==> config.mk <==
export PLATFORM = sky130hd
export DESIGN_NAME = exc_ctrl
export DESIGN_NICKNAME = d
export VERILOG_FILES = /design/src/rtl/exc_ctrl.sv
export SDC_FILE = /design/constraint.sdc
export NUM_CORES = 1
export LEC_CHECK = 0
export CAP_MARGIN = 15
export CORE_MARGIN = 2
export CORE_UTILIZATION = 28
export CTS_BUF_LIST = sky130_fd_sc_hd__clkbuf_4
export CTS_CLUSTER_DIAMETER = 150
export DETAILED_ROUTE_END_ITERATION = 16
export GPL_TIMING_DRIVEN = 0
export SYNTH_ARGS = -nofsm -noshare
export SYNTH_HDL_FRONTEND = slang
export SYNTH_SLANG_ARGS = --single-unit
==> constraint.sdc <==
create_clock -name clk -period 4.6 [get_ports clk]
set_input_delay 0.46 -clock clk [delete_from_list [all_inputs] [get_ports clk]]
set_output_delay 0.46 -clock clk [all_outputs]
set_load 0.01 [all_outputs]
==> src/rtl/exc_ctrl.sv <==
// rtl/exc_ctrl.sv - exception/interrupt sequencer between the M stage and CP0
//
// Purpose: synchronises and masks hardware interrupts, arbitrates them
// against synchronous M-stage exceptions and eret, and drives CP0 EXL
// set/clear strobes, Cause/EPC write data, pipeline flush and PC redirect.
//
// Optional feature: define HWINT_SYNC_EN to insert a 2-flop synchroniser
// on hw_int (hw_int->exl_set latency 3 cycles instead of 1).
//
// Ports:
//   clk, rst            clock, synchronous active-high reset
//   hw_int[5:0]         hardware interrupt lines
//   sr[31:0], epc[31:0] CP0 status and EPC values
//   m_valid, m_pc, m_bd, m_exc_valid, m_exc_code, m_eret
//                       M-stage instruction information
//   exl_set, exl_clr    one-cycle CP0 strobes
//   exc_code, cause_ip, cause_bd, epc_o
//                       Cause/EPC write data, valid with exl_set
//   flush, redirect, redirect_pc
//                       pipeline kill and PC redirect
//   busy                sequencer not idle
module exc_ctrl #(
  parameter logic [31:0] VECTOR_ADDR  = 32'h0000_4180,
  parameter int unsigned DRAIN_CYCLES = 2
) (
  input  logic        clk,
  input  logic        rst,
  input  logic [5:0]  hw_int,
  input  logic [31:0] sr,
  input  logic [31:0] epc,
  input  logic        m_valid,
  input  logic [31:0] m_pc,
  input  logic        m_bd,
  input  logic        m_exc_valid,
  input  logic [4:0]  m_exc_code,
  input  logic        m_eret,
  output logic        exl_set,
  output logic        exl_clr,
  output logic [4:0]  exc_code,
  output logic [5:0]  cause_ip,
  output logic        cause_bd,
  output logic [31:0] epc_o,
  output logic        flush,
  output logic        redirect,
  output logic [31:0] redirect_pc,
  output logic        busy
);

  typedef enum logic [1:0] {
    S_IDLE,
    S_TAKE,
    S_RET,
    S_DRAIN
  } state_t;

  localparam logic [2:0] CNT_INIT = 3'(DRAIN_CYCLES - 1);

  state_t      state, state_next;
  logic [2:0]  drain_cnt;
  logic [5:0]  ip_sync;
  logic [5:0]  pending;
  logic        int_req;
  logic        take_exc;
  logic        take_ret;
  logic        capture;
  logic        unused_sr;

  assign unused_sr = ^{sr[31:16], sr[9:2]};

`ifdef HWINT_SYNC_EN
  logic [5:0] sync1, sync2;

  always_ff @(posedge clk) begin
    if (rst) begin
      sync1 <= '0;
      sync2 <= '0;
    end else begin
      sync1 <= hw_int;
      sync2 <= sync1;
    end
  end

  assign ip_sync = sync2;
`else
  assign ip_sync = hw_int;
`endif

  assign pending  = ip_sync & sr[15:10];
  assign int_req  = (|pending) & sr[0] & ~sr[1] & m_valid;
  assign take_exc = m_valid & m_exc_valid;
  assign take_ret = m_valid & m_eret & sr[1];

  always_ff @(posedge clk) begin
    if (rst) begin
      state <= S_IDLE;
    end else begin
      state <= state_next;
    end
  end

  // Strobes are masked while rst is high so a TAKE/RET cycle that coincides
  // with reset never reaches CP0.
  always_comb begin
    state_next  = state;
    capture     = 1'b0;
    exl_set     = 1'b0;
    exl_clr     = 1'b0;
    redirect    = 1'b0;
    redirect_pc = '0;
    unique case (state)
      S_IDLE: begin
        if (int_req || take_exc) begin
          state_next = S_TAKE;
          capture    = 1'b1;
        end else if (take_ret) begin
          state_next = S_RET;
        end
      end
      S_TAKE: begin
        exl_set    = ~rst;
        redirect   = ~rst;
        state_next = S_DRAIN;
        if (!rst) redirect_pc = VECTOR_ADDR;
      end
      S_RET: begin
        exl_clr    = ~rst;
        redirect   = ~rst;
        state_next = S_DRAIN;
        if (!rst) redirect_pc = epc;
      end
      S_DRAIN: begin
        if (drain_cnt == 3'd0) state_next = S_IDLE;
      end
      default: state_next = S_IDLE;
    endcase
  end

  assign flush = (state != S_IDLE);
  assign busy  = (state != S_IDLE);

  always_ff @(posedge clk) begin
    if (rst) begin
      drain_cnt <= '0;
    end else if (state == S_TAKE || state == S_RET) begin
      drain_cnt <= CNT_INIT;
    end else if (state == S_DRAIN && drain_cnt != 3'd0) begin
      drain_cnt <= drain_cnt - 3'd1;
    end
  end

  // Cause/EPC data is captured only on exception entry; it holds through
  // eret so CP0 always sees the data of the last exl_set.
  always_ff @(posedge clk) begin
    if (rst) begin
      exc_code <= '0;
      cause_ip <= '0;
      cause_bd <= 1'b0;
      epc_o    <= '0;
    end else if (capture) begin
      exc_code <= int_req ? 5'd0 : m_exc_code;
      cause_ip <= pending;
      cause_bd <= m_bd;
      epc_o    <= m_bd ? (m_pc - 32'd4) : m_pc;
    end
  end

endmodule

==> impl_metrics.ini <==
[routing]
ant_nets = 0
dr_total_vias = 3645
drt-wirelength-per-cell_um = 16.99
via_per_inst = 5.306
drtPass1Iterations = 4
drc = 0
drt_wl_total_mm = 11.67
drtIter0Drc = 219

[worst_setup_path]
crit_path_cell_trace = inv_1 > ha_1 > clkbuf_1 > clkbuf_1 > a21boi_0 > clkdlybuf4s50_1
required_ns = 4.14
crit_path_start_kind = register
arrival_ns = 2.61
crit_buf_inv = 4
crit_top_cell = clkbuf_1
cp_top_family = buffers and inverters
critPathMaxFanout = 10
critPathKind = reg -> out
max_stage_delay_ns = 0.59
end_kind = primary output
slowest_stage = clkdlybuf4s50_1

[final_layout]
drive_gt1_share_pct = 3.630
syn2layout_area_growth_pct = 63.11
layout.nets = 670
fillCellCount = 1046
num_antenna_cells = 0
stdcell_count = 687

[placed_design]
place_inst = 679
portBuffers = 166
hpwl_mm = 9.027
finalWeightedCongestion = 0.8610

[yosys]
syn_area_per_cell_um2 = 7.962
synth_fp_nets = 497
ys_seq_area_share_pct = 32.68
ys.flop_type = dfxtp_1
synthCells = 377
yosysWarningCount = 0
synth_seq_cells = 49
ys_types = 49
synthArstFlopShare_pct = 0
synth-edff-count = 0
netlist_area_um2 = 3002

[clock_tree]
hold_buffers = 0
post-cts-setup-buffers = 0
root_buffer = clkbuf_4
clk_pin_slew_worst_paths_ns = 0.17
cts_made_buffers = 5
clk-insertion-delay-late_ns = 0.37
cts_tree = done
htreeDepth = 2
max-clock-path-buffers = 2
cts.sinks = 49
post_cts_resized = 0

[sta]
fin_crit_ns = 3.068
rsz0062_at_grt = no
setup_viol = 0
finalMaxSlewViolations = 0
fin_tns_setup_ns = 0
fin_worst_skew_ns = 0.01198
timing.final.crit_share_pct = 66.69
hold_violations = 0
max_freq_mhz = 326.0
slew_headroom_pct = 52.88
worst_pin_slew_ns = 0.7004

[min_path]
hp-class = in -> reg

[floorplanning]
start_util_pct = 28.95
io_pins = 194
die_h_um = 107.5
core_area_um2 = 10370
die-area_um2 = 11560
num_rows = 37
die_w_um = 107.5

[power]
power.density_nw_per_um2 = 326.7
ir_worst_vdd_v = 0.0001869
p_leak_nw = 1.665

[global_route]
grt_max_degree = 18
grt_usage_pct = 19.42
grt_pass1_wl_mm = 18.10
grt_pass1_vias = 3395
antenna_found_initial = 0
overflow = 0

[run]
max-cap-violations = 0

[status]
status = finished, final reports clean
-- final cells by class --
cell class | instances | area, um2 | share of cell area (%)
plain buffers | 36 | 145.1 | 2.964
clock buffers | 5 | 37.54 | 0.7667
clock inverters | 3 | 25.02 | 0.5111
inverters | 13 | 48.80 | 0.9967
multi-input cells | 279 | 1827 | 37.31
flip-flops and latches | 49 | 980.9 | 20.04
well taps | 136 | 170.2 | 3.476
repair buffers | 166 | 1662 | 33.94
-- power breakdown --
group | switching, mW | internal [mW]
Sequential | 0.0449 | 0.503
Clock | 0.158 | 0.0628
Combinational | 0.427 | 0.403
Total | 0.630 | 0.970
-- Yosys cell counts, drive strengths merged, types with 2 or more instances --
cell type / n / area share [%]
nand2b: 3 / 0.63
nand2: 10 / 1.3
o21ai: 19 / 3.2
a21boi: 3 / 0.75
nand4: 17 / 3.5
or4: 6 / 1.5
dfxtp: 49 / 33
a21oi: 46 / 7.7
or3: 4 / 0.83
ha: 7 / 2.9
nand3b: 2 / 0.50
a31o: 3 / 0.88
a2111oi: 3 / 0.88
a221oi: 2 / 0.58
or4b: 2 / 0.67
xor2: 3 / 0.88
nor2: 13 / 1.6
and3: 30 / 6.3
buf: 5 / 0.92
clkbuf: 31 / 3.9
nor2b: 4 / 0.83
inv: 13 / 1.6
a22oi: 3 / 0.75
o41ai: 6 / 1.8
a311oi: 14 / 4.1
nand3: 14 / 2.3
o31ai: 5 / 1.3
xnor2: 11 / 3.2
nor4: 11 / 2.7
a211oi: 15 / 3.8
nor3: 9 / 1.5
-- placed cells by master, fill, tap and decap left out, drive strengths merged, types with 2 or more instances in the layout --
| cell | synthesis | routed |
|---|---|---|
| nand2 | 10 | 10 |
| dfxtp | 49 | 49 |
| clkdlybuf4s50 | 0 | 166 |
| a311oi | 14 | 14 |
| a21boi | 3 | 3 |
| or4 | 6 | 6 |
| nor3 | 9 | 9 |
| xor2 | 3 | 3 |
| nand3b | 2 | 2 |
| a31o | 3 | 3 |
| clkbuf | 31 | 36 |
| or3 | 4 | 4 |
| o41ai | 6 | 6 |
| or4b | 2 | 2 |
| nand2b | 3 | 3 |
| nor2b | 4 | 4 |
| ha | 7 | 7 |
| a2111oi | 3 | 3 |
| buf | 5 | 5 |
| and3 | 30 | 30 |
| a221oi | 2 | 2 |
| a211oi | 15 | 15 |
| o31ai | 5 | 5 |
| o21ai | 19 | 19 |
| nand3 | 14 | 14 |
| nor4 | 11 | 11 |
| xnor2 | 11 | 11 |
| a21oi | 46 | 46 |
| inv | 13 | 14 |
| nor2 | 13 | 13 |
| a22oi | 3 | 3 |
| nand4 | 17 | 17 |
-- logic make-up after synthesis --
logic type                 after synthesis  synth area share [%]
AOI/OAI and AO/OA                      125                 27.43
xor gates and xnor gates                14                 4.085
buffers and inverters                   49                 6.461
adders and majority gates                7                 2.918
DFF                                     49                 32.68
and+or+nand+nor                        133                 26.43
-- per-stage QoR --
| stage | utilization (%) | setup WS, ns | total power [mW] | cell area (um2) | hold WS (ns) |
|---|---|---|---|---|---|
| 2_1_floorplan | - | 2.355 | 0.9626 | 3002 | 0.4788 |
| 3_3_place_gp | 46.61 | 1.537 | 1.373 | 4833 | 0.4642 |
| 3_5_place_dp | 46.61 | 1.504 | 1.387 | 4833 | 0.4694 |
| 4_1_cts | 47.21 | 1.482 | 1.611 | 4896 | 0.3851 |
| 5_1_grt | 47.21 | 1.330 | 1.722 | 4896 | 0.3841 |
| 6_report | 47.21 | 1.532 | 1.600 | 4896 | 0.4098 |
-- layer usage --
| layer | vias up | part of all wire, % | GRT usage [%] |
|---|---|---|---|
| met3 | 4 | 5.9 | 3.814 |
| met2 | 114 | 47 | 31.99 |
| met1 | 1720 | 47 | 27.08 |
| li1 | 1807 | - | - |
| met5 | - | 0 | 0 |
| met4 | 0 | 0.34 | 2.198 |
-- worst paths after layout --
path                            slack [ns]                   from                endpoint  cells after the start
worst min-delay path                  0.41                   m_bd   cause_bd$_SDFFE_PP0P_                      3
worst max-delay path                  1.53  state[0]$_SDFFE_PP0P_          redirect_pc[7]                      6
worst min register to register        0.48  epc_o[3]$_SDFFE_PP0P_   epc_o[3]$_SDFFE_PP0P_                      2
worst max register to register        2.27  state[0]$_SDFFE_PP0P_  epc_o[29]$_SDFFE_PP0P_                      7
-- sequential cells by signal (all words and copies together) (netlist names) --
name,cells
epc_o,32
cause_ip,6
exc_code,5
drain_cnt,3
state,2
cause_bd,1
-- worst reg2reg max path: stages (launching register included) --
cell and delay, ns:
dfxtp_1 0.37, inv_1 0.10, ha_1 0.18, nand2_1 0.11
a21o_1 0.27, nor2_1 0.52, clkbuf_1 0.46, a311oi_1 0.18
(Power assumes the default switching activity.)
